File: src/rtl/memory_bus_arbiter.sv
// Round-robin arbiter sharing the unified memory bus between m0 (CPU) and m1 (loader).
// Every transaction runs IDLE -> ACCESS -> CAPTURE -> DONE, one clock per state.
//
// Ports:
//   clk, reset                  clock, synchronous active-high reset
//   m{0,1}_req/we/addr/wdata    requester command, held stable until ack
//   m{0,1}_ack                  one-cycle completion pulse
//   m{0,1}_rdata                read result, held until that port's next read
//   mem_address/mem_write_data  registered bus address and write data
//   mem_read_enable/_write_enable  bus strobes, high only in ACCESS
//   imem_read_data/dmem_read_data  registered memory read data
//   busy, grant_id              FSM not idle, owner of current/last transaction
module memory_bus_arbiter #(
    parameter int unsigned ADDR_WIDTH = 14,
    parameter int unsigned IMEM_WIDTH = 27,
    parameter int unsigned DMEM_WIDTH = 24
) (
    input  logic                  clk,
    input  logic                  reset,
    input  logic                  m0_req,
    input  logic                  m0_we,
    input  logic [ADDR_WIDTH-1:0] m0_addr,
    input  logic [IMEM_WIDTH-1:0] m0_wdata,
    input  logic                  m1_req,
    input  logic                  m1_we,
    input  logic [ADDR_WIDTH-1:0] m1_addr,
    input  logic [IMEM_WIDTH-1:0] m1_wdata,
    output logic                  m0_ack,
    output logic [IMEM_WIDTH-1:0] m0_rdata,
    output logic                  m1_ack,
    output logic [IMEM_WIDTH-1:0] m1_rdata,
    output logic [ADDR_WIDTH-1:0] mem_address,
    output logic [IMEM_WIDTH-1:0] mem_write_data,
    output logic                  mem_read_enable,
    output logic                  mem_write_enable,
    input  logic [IMEM_WIDTH-1:0] imem_read_data,
    input  logic [DMEM_WIDTH-1:0] dmem_read_data,
    output logic                  busy,
    output logic                  grant_id
);

    typedef enum logic [1:0] {
        IDLE    = 2'd0,
        ACCESS  = 2'd1,
        CAPTURE = 2'd2,
        DONE    = 2'd3
    } state_t;

    state_t                  state, state_n;
    logic                    last_grant, last_grant_n;
    logic                    we_r, we_r_n;
    logic                    grant_n;
    logic                    winner;
    logic [ADDR_WIDTH-1:0]   addr_n;
    logic [IMEM_WIDTH-1:0]   wdata_n;
    logic                    re_n, wstrobe_n;
    logic                    ack0_n, ack1_n;
    logic [IMEM_WIDTH-1:0]   rdata0_n, rdata1_n;
    logic [IMEM_WIDTH-1:0]   cap_data;
    logic                    busy_n;

    // Address MSB selects instruction memory; data memory words are zero-extended.
    assign cap_data = mem_address[ADDR_WIDTH-1] ? imem_read_data
                                                : IMEM_WIDTH'(dmem_read_data);

    // Next-state and next-output logic.
    always_comb begin
        state_n      = state;
        last_grant_n = last_grant;
        we_r_n       = we_r;
        grant_n      = grant_id;
        addr_n       = mem_address;
        wdata_n      = mem_write_data;
        re_n         = 1'b0;
        wstrobe_n    = 1'b0;
        ack0_n       = 1'b0;
        ack1_n       = 1'b0;
        rdata0_n     = m0_rdata;
        rdata1_n     = m1_rdata;
        winner       = 1'b0;

        case (state)
            IDLE: begin
                if (m0_req || m1_req) begin
                    // On a tie the port that did not win last time goes first.
                    winner       = (m0_req && m1_req) ? ~last_grant : m1_req;
                    last_grant_n = winner;
                    grant_n      = winner;
                    addr_n       = winner ? m1_addr  : m0_addr;
                    wdata_n      = winner ? m1_wdata : m0_wdata;
                    we_r_n       = winner ? m1_we    : m0_we;
                    // Strobes are registered, so set them on the grant edge to land in ACCESS.
                    wstrobe_n    = winner ? m1_we    : m0_we;
                    re_n         = winner ? ~m1_we   : ~m0_we;
                    state_n      = ACCESS;
                end
            end
            ACCESS: begin
                state_n = CAPTURE;
            end
            CAPTURE: begin
                if (!we_r) begin
                    if (grant_id) rdata1_n = cap_data;
                    else          rdata0_n = cap_data;
                end
                ack0_n  = ~grant_id;
                ack1_n  = grant_id;
                state_n = DONE;
            end
            DONE: begin
                state_n = IDLE;
            end
            default: begin
                state_n = IDLE;
            end
        endcase

        busy_n = (state_n != IDLE);
    end

    // State and output registers.
    always_ff @(posedge clk) begin
        if (reset) begin
            state            <= IDLE;
            last_grant       <= 1'b1;
            we_r             <= 1'b0;
            grant_id         <= 1'b0;
            mem_address      <= '0;
            mem_write_data   <= '0;
            mem_read_enable  <= 1'b0;
            mem_write_enable <= 1'b0;
            m0_ack           <= 1'b0;
            m1_ack           <= 1'b0;
            m0_rdata         <= '0;
            m1_rdata         <= '0;
            busy             <= 1'b0;
        end else begin
            state            <= state_n;
            last_grant       <= last_grant_n;
            we_r             <= we_r_n;
            grant_id         <= grant_n;
            mem_address      <= addr_n;
            mem_write_data   <= wdata_n;
            mem_read_enable  <= re_n;
            mem_write_enable <= wstrobe_n;
            m0_ack           <= ack0_n;
            m1_ack           <= ack1_n;
            m0_rdata         <= rdata0_n;
            m1_rdata         <= rdata1_n;
            busy             <= busy_n;
        end
    end

endmodule

File: config.mk
export PLATFORM = sky130hd
export DESIGN_NAME = memory_bus_arbiter
export DESIGN_NICKNAME = d
export VERILOG_FILES = /design/src/rtl/memory_bus_arbiter.sv
export SDC_FILE = /design/constraint.sdc
export NUM_CORES = 1
export LEC_CHECK = 0
export CAP_MARGIN = 20
export CELL_PAD_IN_SITES_DETAIL_PLACEMENT = 1
export CELL_PAD_IN_SITES_GLOBAL_PLACEMENT = 1
export CORE_ASPECT_RATIO = 0.9
export CORE_MARGIN = 1
export CORE_UTILIZATION = 25
export DETAILED_ROUTE_END_ITERATION = 8
export PLACE_DENSITY_LB_ADDON = 0.15
export RECOVER_POWER = 100
export SYNTH_ARGS = -nofsm -noshare
export SYNTH_HDL_FRONTEND = slang
export SYNTH_SLANG_ARGS = --single-unit
export TNS_END_PERCENT = 30
File: constraint.sdc
create_clock -name clk -period 1.5 [get_ports clk]
set_clock_uncertainty 0.1 [all_clocks]
set_input_delay 0.15 -clock clk [delete_from_list [all_inputs] [get_ports clk]]
set_output_delay 0.15 -clock clk [all_outputs]
set_load 0.05 [all_outputs]
==> reports/metrics.yaml, run 1 <==
status: "complete, but fails checks"
violations: "negative setup slack"
ys_seq_area_share_pct: 47.96
diodes: 0
grt_pass1_vias: 4735
synth-async-reset-ratio_pct: 0
dp_cells: 941
core_sq_um: 17000
yosys_register_bits: 105
cp-start-kind: "register"
finalCriticalPeriod_ns: 1.600
drc: 0
cts.htree.levels: 3
fillCellCount: 1898
ys_types: 29
post-synth-top-count-cell: "dfxtp_1"
endpoint_kind: "register"
final_nets: 888
syn_nets: 626
synth_common_cells: "dfxtp_1 (105), nor2_1 (93), a211oi_1 (61), a21oi_1 (49), nand2_1 (47)"
syn_to_final_growth_pct: 88.07
ys_top_cells_by_area: "dfxtp_1 (48%), a211oi_1 (10%), a211oi_2 (8.3%)"
vias_per_cell: 4.730
clkTransAtPathRegs_ns: 0.07
initial_utilization_pct: 25.78
syn_inst: 484
avgRoutedWirePerCell_microns: 18.53
hp-class: "primary input to register"
drt_iter0_drc: 132
post-route-worst-setup-slack_ns: -0.09992
cts_root_buf: "clkbuf_16"
clock-sinks: 105
max_cap_viol_count: 0
ant_nets: 0
clk_latency_ns: 0.36
cts_tree: "yes"
p_per_area_nw_per_um2: 1929
dieArea_sq_um: 18070
worst_slew_pin_slew_ns: 0.3899
antenna_found_initial: 0
cp.arrival_ns: 1.76
max_freq_mhz: 625.0
final_cells: 986
hpwl_mm: 11.98
die_w_microns: 141.6
peakVddDrop_uv: 792.5
yosysTopAreaCell: "dfxtp_1"
num_vias: 4664
io-pin-count: 240
ys.flop_type: "dfxtp_1"
grt_use_total_pct: 19.14
synth_top_cell_area_share_pct: 47.96
first_pass_iters: 4
avgSynthCellArea_sq_um: 9.056
ys_warn_count: 0
rsz0062_at_grt: "true"
cp.required_ns: 1.66
hold_viol: 0
fin_util_pct: 48.48
max_slew_margin_pct: 73.26
wl_mm: 18.27
leakage_nw: 3.228
synth_edf_count: 0
worst-setup-path-type: "register to register"
gp_congestion: 0.7437
cts_buffers: 9
multi_input_area_sq_um: 2445
seq_area_sq_um: 2107
die_h_microns: 127.6
final-max-slew-violation-count: 0
grt_max_degree: 55
synth_area_sq_um: 4383
io_buffers: 239
setup_violations: 53
ctsLongestPathBuffers: 2
rows: 45
fin_crit_sh_pct: 106.7
grt_pass1_wl_mm: 26.44
grt.overflow.total: 0
drive_above_1_share_pct: 39.01
cp_max_fo: 6
[metrics by stage]
| stage | hold slack (ns) | power (mW) | area, sq um | setup slack (ns) | TNS, ns |
|---|---|---|---|---|---|
| after CTS | 0.04736 | 15.56 | 7891 | -0.09573 | -2.878 |
| after global placement | 0.3471 | 11.51 | 7066 | -0.2029 | -7.983 |
| final | 0.05757 | 15.90 | 8243 | -0.09992 | -1.572 |
| after detailed placement | 0.3667 | 11.69 | 7066 | -0.2410 | -12.56 |
| after global routing | 0.06706 | 16.64 | 8243 | -0.1495 | -5.331 |
| after floorplan | 0.1835 | 8.865 | 4385 | 0.004960 | 0 |
[sequential cells by signal (all words and copies together), names as in the netlist]
register          flops
m0_rdata             27
m1_rdata             27
mem_write_data       27
mem_address          14
state                 2
busy                  1
grant_id              1
last_grant            1
m0_ack                1
m1_ack                1
mem_read_enable       1
mem_write_enable      1
we_r                  1
[worst paths after layout]
path / startpoint / end / cells past startpoint / slack [ns]
min: reset / state[0] / 2 / 0.06
min reg2reg: m0_rdata[24] / m0_rdata[24] / 2 / 0.36
max: state[1] / m0_rdata[0] / 7 / -0.1
max reg2reg: state[1] / m0_rdata[0] / 7 / -0.1
[kinds of logic after synthesis]
kind of cell / after synthesis / synth area share (%)
muxes: 25 / 5.709
buffers and inverters: 49 / 5.195
DFF: 105 / 47.96
AOI/OAI and AO/OA: 146 / 25.61
and+or+nand+nor: 156 / 14.67
adders and majority gates: 3 / 0.8565
[layer usage]
layer / GRT usage [%] / vias up / wire, microns
li1: - / 2239 / -
met1: 23.81 / 2278 / 8234
met2: 33.18 / 135 / 8898
met3: 4.985 / 12 / 945
met4: 4.048 / 0 / 195
met5: 0 / - / 0
[power breakdown]
part           total (mW)  leakage [nW]  internal (mW)  switching, mW
Sequential           4.05         0.862           3.54          0.512
Combinational        9.40          2.22           3.88           5.52
Clock                2.44         0.151           1.31           1.13
Total                15.9          3.23           8.73           7.16
[cell type report]
type,count,area share (%)
Sequential cell,105,25.56
Tap cell,235,3.567
Multi-Input combinational cell,330,29.66
Clock buffer,9,2.732
Inverter,3,0.1973
Timing Repair Buffer,297,37.37
Clock inverter,7,0.9107
[cells in the final DEF, fill, tap and decap left out, drive strengths merged]
master,synthesis,layout
or2,1,1
buf,34,154
a22oi,1,1
a211oi,90,90
o21ai,2,2
o21a,1,1
or3b,1,1
and3b,2,2
a21bo,1,1
clkdlybuf4s50,0,137
clkinv,0,4
nand3,6,6
nand2,47,47
a21boi,1,1
nand3b,1,1
nor3,1,1
ha,3,3
nor2,93,93
inv,3,5
a31oi,1,1
bufinv,0,1
bufbuf,0,1
mux2i,25,25
a21oi,49,49
dfxtp,105,105
clkbuf,12,14
nor3b,3,3
or4b,1,1
[worst max-delay path, cell delays in order (launching register included)]
cell and delay, ns:
dfxtp_2 0.36, buf_6 0.11, ha_4 0.12, nor3b_4 0.26, buf_6 0.16, buf_8 0.13, nor2_2 0.04, a211oi_1 0.23
[repair_timing]
action / 4_1_cts / 5_1_grt
buffers inserted: 12 / 8
endpoints found under the setup margin: 96 / 98
pin swaps: 22 / 43
hold buffers: 0 / 0
endpoints found under the hold margin: 0 / 0
gates cloned: 8 / 6
resized for setup: 56 / 60
Power figures use the tool's default switching activity.
==> run 2, diff against run 1 <==
--- a/config.mk
+++ b/config.mk
@@ -12,8 +12,8 @@
 export CORE_MARGIN = 1
 export CORE_UTILIZATION = 25
 export DETAILED_ROUTE_END_ITERATION = 8
+export GPL_ROUTABILITY_DRIVEN = 1
 export PLACE_DENSITY_LB_ADDON = 0.15
-export RECOVER_POWER = 100
 export SYNTH_ARGS = -nofsm -noshare
 export SYNTH_HDL_FRONTEND = slang
 export SYNTH_SLANG_ARGS = --single-unit
==> results of run 2 <==
Final layout, timing and power as in run 1 (identical DEF).
==> run 3, diff against run 2 <==
--- a/config.mk
+++ b/config.mk
@@ -11,6 +11,7 @@
 export CORE_ASPECT_RATIO = 0.9
 export CORE_MARGIN = 1
 export CORE_UTILIZATION = 25
+export CTS_BUF_LIST = sky130_fd_sc_hd__clkbuf_16
 export DETAILED_ROUTE_END_ITERATION = 8
 export GPL_ROUTABILITY_DRIVEN = 1
 export PLACE_DENSITY_LB_ADDON = 0.15
==> results of run 3 <==
Final layout, timing and power as in run 1 (identical DEF).
